## src/rtl/cache_flush_seq_pkg.sv

```systemverilog
`default_nettype none
// ============================================================================
// Module  : cache_flush_seq_pkg
// Brief   : Shared state type and encodings for the cache flush sequencer.
// Revision: 1.0 - initial release
// ============================================================================
package cache_flush_seq_pkg;

    typedef logic [2:0] flushStateT;

    localparam flushStateT c_IDLE      = 3'd0;
    localparam flushStateT c_READ      = 3'd1;
    localparam flushStateT c_CHECK     = 3'd2;
    localparam flushStateT c_WRITEBACK = 3'd3;
    localparam flushStateT c_CLEAR     = 3'd4;
    localparam flushStateT c_DONE      = 3'd5;

    // States in which the array address/way mux points at the flush counter.
    function automatic logic isSelState(input flushStateT s);
        return (s == c_READ) || (s == c_CHECK) || (s == c_WRITEBACK) || (s == c_CLEAR);
    endfunction

endpackage
`default_nettype wire

```

## src/rtl/cache_flush_seq_flush_ctr.sv

```systemverilog
`default_nettype none
// ============================================================================
// Module  : flush_ctr
// Brief   : Set counter plus one-hot way rotator; flags the final set/way.
// Revision: 1.0 - initial release
// ============================================================================
module flush_ctr #(
    parameter int NUMLINES = 512,
    parameter int NUMWAYS  = 4
) (
    input  logic                        clk,
    input  logic                        reset,
    input  logic                        i_init,
    input  logic                        i_advance,
    output logic [$clog2(NUMLINES)-1:0] o_adr,
    output logic [NUMWAYS-1:0]          o_way,
    output logic                        o_last
);

    localparam int                  c_ADRW = $clog2(NUMLINES);
    localparam logic [NUMWAYS-1:0]  c_WAY0 = NUMWAYS'(1);
    localparam logic [c_ADRW-1:0]   c_ADRMAX = c_ADRW'(NUMLINES - 1);

    logic [c_ADRW-1:0]  r_adr;
    logic [NUMWAYS-1:0] r_way;
    logic [NUMWAYS-1:0] w_wayRot;

    generate
        if (NUMWAYS > 1) begin : g_multiWay
            assign w_wayRot = {r_way[NUMWAYS-2:0], 1'b0};
        end else begin : g_singleWay
            assign w_wayRot = r_way;
        end
    endgenerate

    // Wrapping past the top way steps the set; the caller never advances on the last line.
    always_ff @(posedge clk) begin
        if (reset || i_init) begin
            r_adr <= '0;
            r_way <= c_WAY0;
        end else if (i_advance) begin
            if (r_way[NUMWAYS-1]) begin
                r_way <= c_WAY0;
                r_adr <= r_adr + c_ADRW'(1);
            end else begin
                r_way <= w_wayRot;
            end
        end
    end

    assign o_adr  = r_adr;
    assign o_way  = r_way;
    assign o_last = (r_adr == c_ADRMAX) && r_way[NUMWAYS-1];

endmodule
`default_nettype wire

```

## src/rtl/cache_flush_seq.sv

```systemverilog
`default_nettype none
// ============================================================================
// Module  : cache_flush_seq
// Brief   : Walks every set/way, writing back dirty lines, with optional invalidate.
// Revision: 1.0 - initial release
// ============================================================================
module cache_flush_seq
    import cache_flush_seq_pkg::*;
#(
    parameter int NUMLINES = 512,
    parameter int NUMWAYS  = 4
) (
    input  logic                        clk,
    input  logic                        reset,
    input  logic                        FlushReq,
    input  logic                        InvalReq,
    input  logic                        LineDirty,
    input  logic                        BusAck,
    output logic                        SelFlush,
    output logic [$clog2(NUMLINES)-1:0] FlushAdr,
    output logic [NUMWAYS-1:0]          FlushWay,
    output logic                        CacheEn,
    output logic                        SelWriteback,
    output logic                        BusWriteReq,
    output logic                        ClearDirty,
    output logic                        InvalidateCache,
    output logic                        Busy,
    output logic                        FlushDone
);

    flushStateT r_state;
    flushStateT w_nextState;
    logic       r_invalPending;
    logic       w_last;
    logic       w_init;
    logic       w_stepPoint;
    logic       w_advance;
    logic       w_run;

    always_ff @(posedge clk) begin
        if (reset) begin
            r_state <= c_IDLE;
        end else begin
            r_state <= w_nextState;
        end
    end

    // An invalidate requested together with a flush is held until the flush ends.
    always_ff @(posedge clk) begin
        if (reset) begin
            r_invalPending <= 1'b0;
        end else if ((r_state == c_IDLE) && FlushReq) begin
            r_invalPending <= InvalReq;
        end else if (r_state == c_DONE) begin
            r_invalPending <= 1'b0;
        end
    end

    always_comb begin
        w_nextState = r_state;
        case (r_state)
            c_IDLE:      if (FlushReq) w_nextState = c_READ;
            c_READ:      w_nextState = c_CHECK;
            c_CHECK: begin
                if (LineDirty)   w_nextState = c_WRITEBACK;
                else if (w_last) w_nextState = c_DONE;
                else             w_nextState = c_READ;
            end
            c_WRITEBACK: if (BusAck) w_nextState = c_CLEAR;
            c_CLEAR:     w_nextState = w_last ? c_DONE : c_READ;
            c_DONE:      w_nextState = c_IDLE;
            default:     w_nextState = c_IDLE;
        endcase
    end

    assign w_init      = (r_state == c_IDLE) && FlushReq;
    assign w_stepPoint = ((r_state == c_CHECK) && !LineDirty) || (r_state == c_CLEAR);
    assign w_advance   = w_stepPoint && !w_last;

    flush_ctr #(
        .NUMLINES (NUMLINES),
        .NUMWAYS  (NUMWAYS)
    ) u_flushCtr (
        .clk       (clk),
        .reset     (reset),
        .i_init    (w_init),
        .i_advance (w_advance),
        .o_adr     (FlushAdr),
        .o_way     (FlushWay),
        .o_last    (w_last)
    );

    // Outputs are held low while reset is asserted, whatever state was left behind.
    assign w_run           = !reset;
    assign SelFlush        = w_run && isSelState(r_state);
    assign CacheEn         = w_run && ((r_state == c_READ) || (r_state == c_CLEAR));
    assign SelWriteback    = w_run && (r_state == c_WRITEBACK);
    assign BusWriteReq     = w_run && (r_state == c_WRITEBACK);
    assign ClearDirty      = w_run && (r_state == c_CLEAR);
    assign Busy            = w_run && (r_state != c_IDLE);
    assign FlushDone       = w_run && (r_state == c_DONE);
    assign InvalidateCache = w_run && (((r_state == c_IDLE) && InvalReq && !FlushReq) ||
                                       ((r_state == c_DONE) && r_invalPending));

endmodule
`default_nettype wire

```

## config.mk

```make
export PLATFORM = sky130hd
export DESIGN_NAME = cache_flush_seq
export DESIGN_NICKNAME = d
export VERILOG_FILES = /design/src/rtl/cache_flush_seq_pkg.sv /design/src/rtl/cache_flush_seq_flush_ctr.sv /design/src/rtl/cache_flush_seq.sv
export SDC_FILE = /design/constraint.sdc
export NUM_CORES = 1
export LEC_CHECK = 0
export BUFFER_PORTS_ARGS = -buffer_cell sky130_fd_sc_hd__buf_4
export CAP_MARGIN = 10
export CORE_MARGIN = 1.5
export CORE_UTILIZATION = 50
export CTS_CLUSTER_DIAMETER = 40
export CTS_CLUSTER_SIZE = 25
export DETAILED_ROUTE_END_ITERATION = 7
export GPL_TIMING_DRIVEN = 0
export PLACE_DENSITY = 0.74
export SYNTH_ARGS = -nofsm -noshare
export SYNTH_HDL_FRONTEND = slang
export SYNTH_SLANG_ARGS = --single-unit
```

## constraint.sdc

```tcl
create_clock -name clk -period 2.8 [get_ports clk]
set_clock_uncertainty 0.15 [all_clocks]
set_input_delay 0 -clock clk [delete_from_list [all_inputs] [get_ports clk]]
set_output_delay 0 -clock clk [all_outputs]
set_load 0.1 [all_outputs]
```

==> results.md, run 1 <==
- Ys Warns: 0
- I/O pin cnt: 27
- Setup repair bufs after CTS: 0
- RSZ-0062 raised after global routing: false
- WP data required: approximately 2.9 ns
- Final wirelength: between 2000 and 2500 microns
- Critical path origin: u_flushCtr.o_adr[0]$_SDFFE_PP0P_
- Fmax: ~370 MHz
- Num Clock Sinks: 17
- Critical path endpoint category: flip-flop
- Die height: between 40 and 50 microns
- GR Overflow Total: 0
- Vias in the first global route: just over 800
- Cell Area, Synth: 943 sq um
- Final setup vio count: 0
- Global-route wire length before repair: between 3000 and 4000 microns
- Worst-Margin Slew: ~0.53 ns
- Max-Slew Margin vs Limit: between 60% and 70%
- 1st-iter DRT viols: 26
- Ratio of cells with drive above 1 in the final layout: 32.6%
- Number of synthesized flops with an enable pin: 0
- Avg Vias per Cell: between 5 and 6
- Final net count: around 150
- Worst Min Path Start: InvalReq
- Die area: 2160 sq um
- Post-synth top flop: dfxtp_1
- Crit path launch type: flip-flop
- Max-slew violations: 0
- Design Area, Final: ~1300 sq um
- Commonest non-fill, non-tap cells in the layout: buf_4 (27), dfxtp_1 (15), nor2_1 (12)
- Maximum vdd ir drop: around 270 uV
- MaxCap Viol Count: 0
- Worst Hold Path EP: r_invalPending$_SDFFE_PP0P_
- Worst hold path depth: 4
- Post-Syn Instances: roughly 110
- DP Area: 1200 sq um
- Register-to-Register Setup Slack: roughly 0.11 ns
- Number of routed nets with antenna violations: 0
- Diodes inserted: 0
- Initial Utilization: a little over half
- Root Buffer Master: clkbuf_4
- Fillers: ~140
- Net count after synthesis: roughly 120
- Site row count: 15
- Bufs on Longest Clock Path: 2
- Setup WS post-layout: 0.113 ns
- Worst min-delay path class: input port to flip-flop
- Async SR Flop Fraction: 0%
- Tmin final: 2.69 ns
- Leak: 0.540 nW
- Area grow syn2layout: 38.1%
- Highest net fanout along the worst path: 4
- DRC: 0
- CTS tree: built
- Synthesized area per cell: approximately 8.7 sq um
- Clk Latency, worst-skew pair: about 0.3 ns
- Register area share after synthesis: 36.1%
- Final HPWL DP: around 1500 microns
- DRT Pass-1 Iters: 4
- RR Endpoint: r_state[2]$_SDFFE_PP0P_
- Commonest non-fill, non-tap cell in the layout: buf_4
- Pre-CTS setup slack: approximately 0.37 ns
- FF-to-FF path depth: 8
- GRT Overall Usage: between 20 and 25%
- Inserted Clock Buffers: 3
- Type of the worst setup path: flip-flop to flip-flop
- Outcome: finished, final reports clean
- Hold WS: approximately 0.036 ns
- Core box area: between 1500 and 2000 sq um
- PortBufs: 26
- Final core occ: between 70% and 80%
- Initial antenna violation count: 0
- H-tree Lvls: 1
- Yosys reg bits: 17
- Final period utilization: 96.0%
- RD Place Congestion: between 0.8 and 0.9
- Die width: 46.4 microns
- Routed length per instance: between 10 and 15 microns
- Vias: 946
- P per Cell Area: between 300 and 400 nW/um^2
- Synth cell types: 42
- Worst EP arrival: approximately 2.8 ns
- Largest net degree at the start of global routing: 11
- Clock transition at path regs: 0.11 ns
- Total power: 0.500 mW
- R2R Path Start: u_flushCtr.o_adr[0]$_SDFFE_PP0P_
- Fin. Hold Viols: 0
## registers in the layout, indices dropped and copies added (netlist names)
signal and flops:
u_flushCtr.o_adr 9, u_flushCtr.o_way 4, r_state 3, r_invalPending 1
## where the power goes
group          leakage, nW  total, mW  internal, mW  switching [mW]
Sequential           0.139      0.251         0.246         0.00489
Clock               0.0177      0.139        0.0533          0.0856
Combinational        0.384      0.111        0.0335          0.0771
## routing by layer
metal  track usage [%]  wire (microns)
met2              36.4            1010
met1              28.8            1030
met4              9.71              55
met3              4.31             134
met5                 0               0
## how the worst max path moves through the flow
| stage | end | slack, ns | cells past startpoint |
|---|---|---|---|
| 6_report | r_state[2]$_SDFFE_PP0P_ | 0.11 | 8 |
| 4_1_cts | r_state[2]$_SDFFE_PP0P_ | 0.05 | 8 |
| 3_3_place_gp | u_flushCtr.o_adr[6]$_SDFFE_PP0P_ | 0.38 | 8 |
| 3_5_place_dp | u_flushCtr.o_adr[6]$_SDFFE_PP0P_ | 0.37 | 8 |
| 2_1_floorplan | SelWriteback | -0.33 | 4 |
| 5_1_grt | r_state[2]$_SDFFE_PP0P_ | 0.02 | 8 |
## metrics by stage
step | cells | setup TNS (ns)
2_1_floorplan | 108 | -0.692
3_3_place_gp | 159 | 0
3_5_place_dp | 159 | 0
4_1_cts | 169 | 0
5_1_grt | 169 | 0
6_report | 169 | 0
## worst max-delay path: stages (launching register included)
cell and delay, ns:
dfxtp_2 0.37, ha_1 0.16, and2_1 0.18, and3_1 0.22, ha_4 0.17, nand2_1 0.08
or4b_2 0.62, a21boi_1 0.15, dlygate4sd3_1 0.55
## synth_stat cells, drive strengths merged, types with 2 or more instances
library cell / n / area share (%)
a21oi: 6 / 3.2
a32o: 2 / 2.1
and2: 4 / 2.7
and3: 3 / 2.0
buf: 4 / 2.1
clkbuf: 3 / 1.3
dfxtp: 17 / 36
ha: 2 / 2.7
inv: 4 / 1.6
mux2i: 2 / 2.1
nor2: 12 / 4.8
nor3: 5 / 2.7
nor3b: 2 / 3.3
nor4: 2 / 1.3
nor4b: 3 / 2.8
o2111ai: 3 / 2.8
o211ai: 3 / 2.4
o21ai: 8 / 4.6
xor2: 6 / 5.6
## what timing repair did
item                       CTS  global route
hold buffers                 6             0
resized for setup            0             6
setup endpoints to repair    0             1
hold endpoints to repair     6             0
## layout make-up
class / count / area (sq um) / area share (%)
flip-flops and latches: 17 / 343 / 26.3
clock buffers: 3 / 22.5 / 1.73
well taps: 25 / 31.3 / 2.40
inverters: 4 / 15.0 / 1.15
clock inverters: 1 / 5.00 / 0.384
repair buffers: 32 / 255 / 19.6
plain buffers: 7 / 33.8 / 2.59
multi-input cells: 80 / 597 / 45.8
## logic make-up after synthesis
logic type,after synthesis,share of synthesized area (%)
AOI/OAI and AO/OA,30,22.0
xor gates and xnor gates,7,6.50
adders and majority gates,2,2.65
buffers and inverters,11,5.04
DFF,17,36.1
muxes,2,2.12
and+or+nand+nor,39,25.6
Note: power is estimated with default switching activity, not from simulation.
==> run 2, diff against run 1 <==
--- a/config.mk
+++ b/config.mk
@@ -13,7 +13,7 @@
 export CTS_CLUSTER_SIZE = 25
 export DETAILED_ROUTE_END_ITERATION = 7
 export GPL_TIMING_DRIVEN = 0
-export PLACE_DENSITY = 0.74
+export PLACE_DENSITY = 0.8
 export SYNTH_ARGS = -nofsm -noshare
 export SYNTH_HDL_FRONTEND = slang
 export SYNTH_SLANG_ARGS = --single-unit
==> run 2 against run 1 <==
Effect of this change: wire length rose by 1.1%; utilization fell by 1.7 points; fmax grew 8.8%; setup slack gained 0.22 ns; non-clock buffer count fell by 1; die area is the same; critical path type unchanged; largest power group unchanged; cell area is 2.3% lower; critical path depth is the same; critical endpoint is now u_flushCtr.o_adr[6]$_SDFFE_PP0P_; register-to-register slack better by 0.22 ns.
==> results.md, run 2 (same netlist as run 1, synthesis figures left out) <==
- Outcome: finished, final reports clean
- P_int: approximately 0.34 mW
- Clock transition at path regs: approximately 0.090 ns
- I/O pin cnt: 27
- Flop pwr share: 50.8%
- Die height: between 40 and 50 microns
- Fillers: 142
- Worst-Margin Slew: just over 0.5 ns
- Final period utilization: between 80 and 90%
- Vias: 945
- Clock network power share: between 20% and 30%
- Site row count: 15
- Setup repair bufs after CTS: 0
- H-tree Lvls: 1
- Num Clock Sinks: 17
- GRT Overall Usage: a little under a quarter
- Worst EP arrival: approximately 2.6 ns
- Cts repair resizes: 0
- CTS tree: built
- Routed length per instance: approximately 13 microns
- Global-route wire length before repair: between 3000 and 4000 microns
- Root Buffer Master: clkbuf_4
- Top Layer Used: met4
- GR Overflow Total: 0
- Sw Ratio: between 30% and 40%
- Maximum vdd ir drop: 264 uV
- Core box area: between 1500 and 2000 sq um
- Area grow syn2layout: 34.9%
- 1st-iter DRT viols: 17
- Max FFs per register: 9
- Power share of the combinational group: between 20% and 30%
- Design Area, Final: ~1300 sq um
- Ratio of cells with drive above 1 in the final layout: a little under a third
- Clk Latency, worst-skew pair: around 0.29 ns
- Avg Vias per Cell: 5.63
- Final core occ: between 70% and 80%
- Max-slew violations: 0
- Final Non-Filler Cells: approximately 170
- MaxCap Viol Count: 0
- Switching power: roughly 0.16 mW
- Largest net degree at the start of global routing: 11
- Number of routed nets with antenna violations: 0
- Vias in the first global route: approximately 800
- Diodes inserted: 0
- Met2 routed WL: approximately 1100 microns
- RSZ-0062 raised after global routing: false
- Fmax: between 400 and 500 MHz
- Met3 Routed Length: approximately 110 microns
- Initial antenna violation count: 0
- DRC: 0
- Final wirelength: 2260 microns
- Fin. Hold Viols: 0
- Final setup vio count: 0
- Initial Utilization: between 50% and 60%
- Final net count: 152
- Critical path endpoint category: flip-flop
- RD Place Congestion: 0.860
- Leak: ~0.53 nW
- Crit path launch type: flip-flop
- Worst min-delay path class: input port to flip-flop
- Commonest non-fill, non-tap cells in the layout: buf_4 (27), dfxtp_1 (15), nor2_1 (12)
- Die width: roughly 46 microns
- Dpl cells: 159
- DRT Pass-1 Iters: 4
- WP data required: 2.88 ns
- Tmin final: around 2.5 ns
- Final HPWL DP: 1610 microns
- Highest net fanout along the worst path: 6
- Max-Slew Margin vs Limit: about 66%
- Inserted Clock Buffers: 3
- PortBufs: 26
- DP Area: ~1200 sq um
- M1 WL: ~1000 microns
- Bufs on Longest Clock Path: 2
- P per Cell Area: 387 nW/um^2
- Commonest non-fill, non-tap cell in the layout: buf_4
- Die area: ~2200 sq um
- Hold-fix buffers at CTS: 5
- Type of the worst setup path: flip-flop to flip-flop
-- run 2: cell types whose count changed in the layout (fill, tap and decap cells not counted) --
cell / delta
a21boi_0: +1
a21boi_1: -1
clkbuf_1: +2
clkbuf_2: -1
clkinv_2: -1
dlygate4sd3_1: -1
ha_1: +1
ha_4: -1
nor3_1: +1
nor3_2: -1
-- run 2: power by group through the flow --
stage               clock network (mW)  logic (mW)  registers, mW
finish                           0.130       0.112          0.250
global route                     0.142       0.118          0.251
CTS                              0.133       0.110          0.250
detailed placement                   0       0.102          0.256
global placement                     0       0.100          0.256
floorplan                            0      0.0707          0.262
-- run 2: per-stage QoR --
stage	total power [mW]	hold WS, ns	setup slack [ns]	setup TNS, ns
4_1_cts	0.493	0.0224	0.345	0
3_5_place_dp	0.358	0.150	0.376	0
6_report	0.492	0.0142	0.331	0
2_1_floorplan	0.332	-0.00769	-0.333	-0.692
3_3_place_gp	0.356	0.140	0.391	0
5_1_grt	0.512	0.0497	0.204	0
-- run 2: routing by layer --
| layer | vias to the layer above | global-route usage [%] |
|---|---|---|
| met4 | 0 | 9.71 |
| met2 | 28 | 38.1 |
| met3 | 6 | 6.27 |
| li1 | 470 | - |
| met1 | 441 | 28.3 |
| met5 | - | 0 |
-- run 2: final timing paths --
kind	startpoint	end	slack, ns	cells after the start
worst max-delay path	u_flushCtr.o_adr[0]$_SDFFE_PP0P_	u_flushCtr.o_adr[6]$_SDFFE_PP0P_	0.33	8
worst min-delay path	FlushReq	r_invalPending$_SDFFE_PP0P_	0.01	4
worst max register to register	u_flushCtr.o_adr[0]$_SDFFE_PP0P_	u_flushCtr.o_adr[6]$_SDFFE_PP0P_	0.33	8
worst min register to register	u_flushCtr.o_way[2]$_SDFFE_PP0P_	u_flushCtr.o_way[3]$_SDFFE_PP0P_	0.34	2
-- run 2: area by class of cell --
cell class	count	area [sq um]	area share, %
timing repair buffer	31	245	19.3
inverter	4	15.0	1.18
clock buffer	4	26.3	2.06
multi-input combinational	80	579	45.5
tap	25	31.3	2.46
sequential	17	343	26.9
buffer	7	32.5	2.56
-- run 2: worst max-delay path, stage by stage (launching register included) --
cell and delay, ns:
dfxtp_2 0.35, ha_1 0.20, and2_1 0.20, and3_1 0.19
ha_1 0.24, nor3b_2 0.38, o21ai_2 0.20, or3_1 0.37
a21oi_1 0.13
==> run 3, diff against run 2 <==
--- a/config.mk
+++ b/config.mk
@@ -5,15 +5,17 @@
 export SDC_FILE = /design/constraint.sdc
 export NUM_CORES = 1
 export LEC_CHECK = 0
+export ABC_AREA = 1
 export BUFFER_PORTS_ARGS = -buffer_cell sky130_fd_sc_hd__buf_4
 export CAP_MARGIN = 10
 export CORE_MARGIN = 1.5
-export CORE_UTILIZATION = 50
+export CORE_UTILIZATION = 35
 export CTS_CLUSTER_DIAMETER = 40
 export CTS_CLUSTER_SIZE = 25
 export DETAILED_ROUTE_END_ITERATION = 7
 export GPL_TIMING_DRIVEN = 0
-export PLACE_DENSITY = 0.8
+export PLACE_DENSITY = 0.61
+export SLEW_MARGIN = 10
 export SYNTH_ARGS = -nofsm -noshare
 export SYNTH_HDL_FRONTEND = slang
 export SYNTH_SLANG_ARGS = --single-unit
==> run 3 against run 2 <==
Effect of this change: utilization shrank 22 points; flip-flop and latch count is the same; via count rose by 12%; wire length is 0.93% lower; largest power group unchanged.
==> results.md, run 3 <==
- DRC: 0
- Setup WS post-layout: 0.464 ns
- Cts repair resizes: 0
- Net count after synthesis: around 150
- Fillers: ~260
- Area grow syn2layout: 34.8%
- Commonest non-fill, non-tap cells in the layout: nand2_1 (32), buf_4 (26), inv_1 (18), nor2_1 (18)
- H-tree Lvls: 1
- WP data required: ~2.9 ns
- Initial antenna violation count: 0
- Initial Utilization: between 30 and 40%
- Vias: around 1100
- Final Non-Filler Cells: about 210
- Highest net fanout along the worst path: 6
- PortBufs: 25
- Crit path launch type: flip-flop
- Inserted Clock Buffers: 3
- Synthesized area per cell: between 6 and 7 sq um
- Die height: roughly 55 microns
- DRT Pass-1 Iters: 5
- Main area contributors after synthesis: dfxtp_1 (36%), nand2_1 (13%), nand3_1 (9.1%)
- Tmin final: between 2 and 2.5 ns
- Critical path endpoint category: flip-flop
- Final wirelength: ~2200 microns
- RR Endpoint: r_state[2]$_SDFFE_PP0P_
- Area occupied by multi-input gates: approximately 500 sq um
- Root Buffer Master: clkbuf_4
- Clk Latency, worst-skew pair: roughly 0.29 ns
- Pre-CTS setup slack: between 0.7 and 0.8 ns
- Worst EP arrival: 2.42 ns
- RD Place Congestion: 0.835
- Die width: roughly 55 microns
- Final period utilization: a little over four fifths
- RSZ-0062 raised after global routing: false
- MaxCap Viol Count: 0
- Sequential Area: 340 sq um
- GRT Overall Usage: between 10% and 20%
- Commonest non-fill, non-tap cell in the layout: nand2_1
- Largest net degree at the start of global routing: 11
- Critical Path Sink: r_state[2]$_SDFFE_PP0P_
- Final setup vio count: 0
- Number of routed nets with antenna violations: 0
- Fmax: ~430 MHz
- Register-to-Register Setup Slack: approximately 0.46 ns
- Cell Area, Synth: 938 sq um
- Final core occ: between 50% and 60%
- Post-Syn Instances: approximately 140
- Vias in the first global route: between 800 and 900
- Site row count: 18
- Bufs on Longest Clock Path: 2
- Worst-Margin Slew: 0.385 ns
- Type of the worst setup path: flip-flop to flip-flop
- Dpl cells: a little under 200
- DP Area: ~1200 sq um
- Die area: roughly 3000 sq um
- Yosys reg bits: 17
- Hold WS: 0.0233 ns
- Max-slew violations: 0
- Ratio of cells with drive above 1 in the final layout: 21.8%
- Maximum vdd ir drop: 307 uV
- Diodes inserted: 0
- Final HPWL DP: ~1700 microns
- Worst min-delay path class: input port to flip-flop
- Number of synthesized flops with an enable pin: 0
- Avg Vias per Cell: 5.04
- Ys Warns: 0
- Synth top cells by count: nand2_1 (32), nor2_1 (20), inv_1 (18), dfxtp_1 (17), nand3_1 (17)
- Leak: just under 0.6 nW
- FF-to-FF path depth: 9
- CTS tree: built
- P per Cell Area: about 420 nW/um^2
- Most numerous cell in the Yosys netlist: nand2_1
- R2R Path Start: u_flushCtr.o_adr[0]$_SDFFE_PP0P_
- Register area share after synthesis: a little over a third
- I/O pin cnt: 27
- Critical path origin: u_flushCtr.o_adr[0]$_SDFFE_PP0P_
- Num Clock Sinks: 17
- Clock transition at path regs: 0.09 ns
- Synth top area share: between 30% and 40%
- Core box area: 2500 sq um
- Max FFs per register: 9
- Post-synth top flop: dfxtp_1
- 1st-iter DRT viols: 30
- Design Area, Final: between 1000 and 1500 sq um
- Total power: roughly 0.53 mW
- Global-route wire length before repair: ~3800 microns
- Final net count: 188
- Leading area contributor after synthesis: dfxtp_1
- Routed length per instance: around 11 microns
- Outcome: finished, final reports clean
- Max-Slew Margin vs Limit: about 74%
- Fin. Hold Viols: 0
- Async SR Flop Fraction: 0%
- Synth cell types: 23
- Setup_tns: 0 ns
- GR Overflow Total: 0
[run 3: area by class of cell]
| type | count | area share [%] |
|---|---|---|
| sequential | 17 | 26.9 |
| timing repair buffer | 32 | 20.4 |
| buffer | 5 | 2.57 |
| multi-input combinational | 102 | 39.5 |
| tap | 30 | 2.97 |
| inverter | 19 | 5.64 |
| clock buffer | 4 | 2.08 |
[run 3: power breakdown]
part           switching (mW)  internal (mW)
Combinational           0.101         0.0416
Sequential            0.00872          0.249
Clock                  0.0728         0.0554
Total                   0.182          0.346
[run 3: metal layers]
| layer | share of wire [%] | vias to the layer above | wire length [microns] | global-route usage (%) |
|---|---|---|---|---|
| li1 | - | 539 | - | - |
| met1 | 47 | 480 | 1050 | 24.8 |
| met2 | 45 | 33 | 1010 | 26.2 |
| met3 | 7.2 | 2 | 162 | 5.74 |
| met4 | 0.45 | 0 | 10 | 2.50 |
| met5 | 0 | - | 0 | 0 |
[run 3: logic make-up after synthesis]
family	after synthesis	synth area share (%)
buffers and inverters	24	11.1
AO/OA/AOI/OAI	14	8.27
XOR/XNOR	1	0.934
adder cells (fa/ha/maj)	2	2.67
AND/OR/NAND/NOR	85	40.8
flip-flops	17	36.3
[run 3: worst max-delay path, stage by stage (launching register included)]
cell,delay [ns]
dfxtp_1,0.41
ha_1,0.24
nand3_1,0.11
nor4_1,0.21
ha_1,0.19
nand2_1,0.13
inv_1,0.08
a21boi_0,0.08
nor3_1,0.12
dlygate4sd3_1,0.56
[run 3: timing repair]
item	4_1_cts	5_1_grt
endpoints found under the hold margin	4	0
setup buffers	0	0
hold buffers	7	0
endpoints found under the setup margin	0	0
[run 3: how the worst min path moves through the flow]
| stage | end | from | slack (ns) | cells past startpoint |
|---|---|---|---|---|
| floorplan | r_invalPending$_SDFFE_PP0P_ | InvalReq | 0.03 | 2 |
| global placement | r_invalPending$_SDFFE_PP0P_ | InvalReq | 0.16 | 3 |
| detailed placement | r_invalPending$_SDFFE_PP0P_ | InvalReq | 0.16 | 3 |
| CTS | r_state[1]$_SDFFE_PP0P_ | reset | 0.01 | 4 |
| global route | r_state[1]$_SDFFE_PP0P_ | reset | 0.07 | 4 |
| finish | r_state[1]$_SDFFE_PP0P_ | reset | 0.02 | 4 |
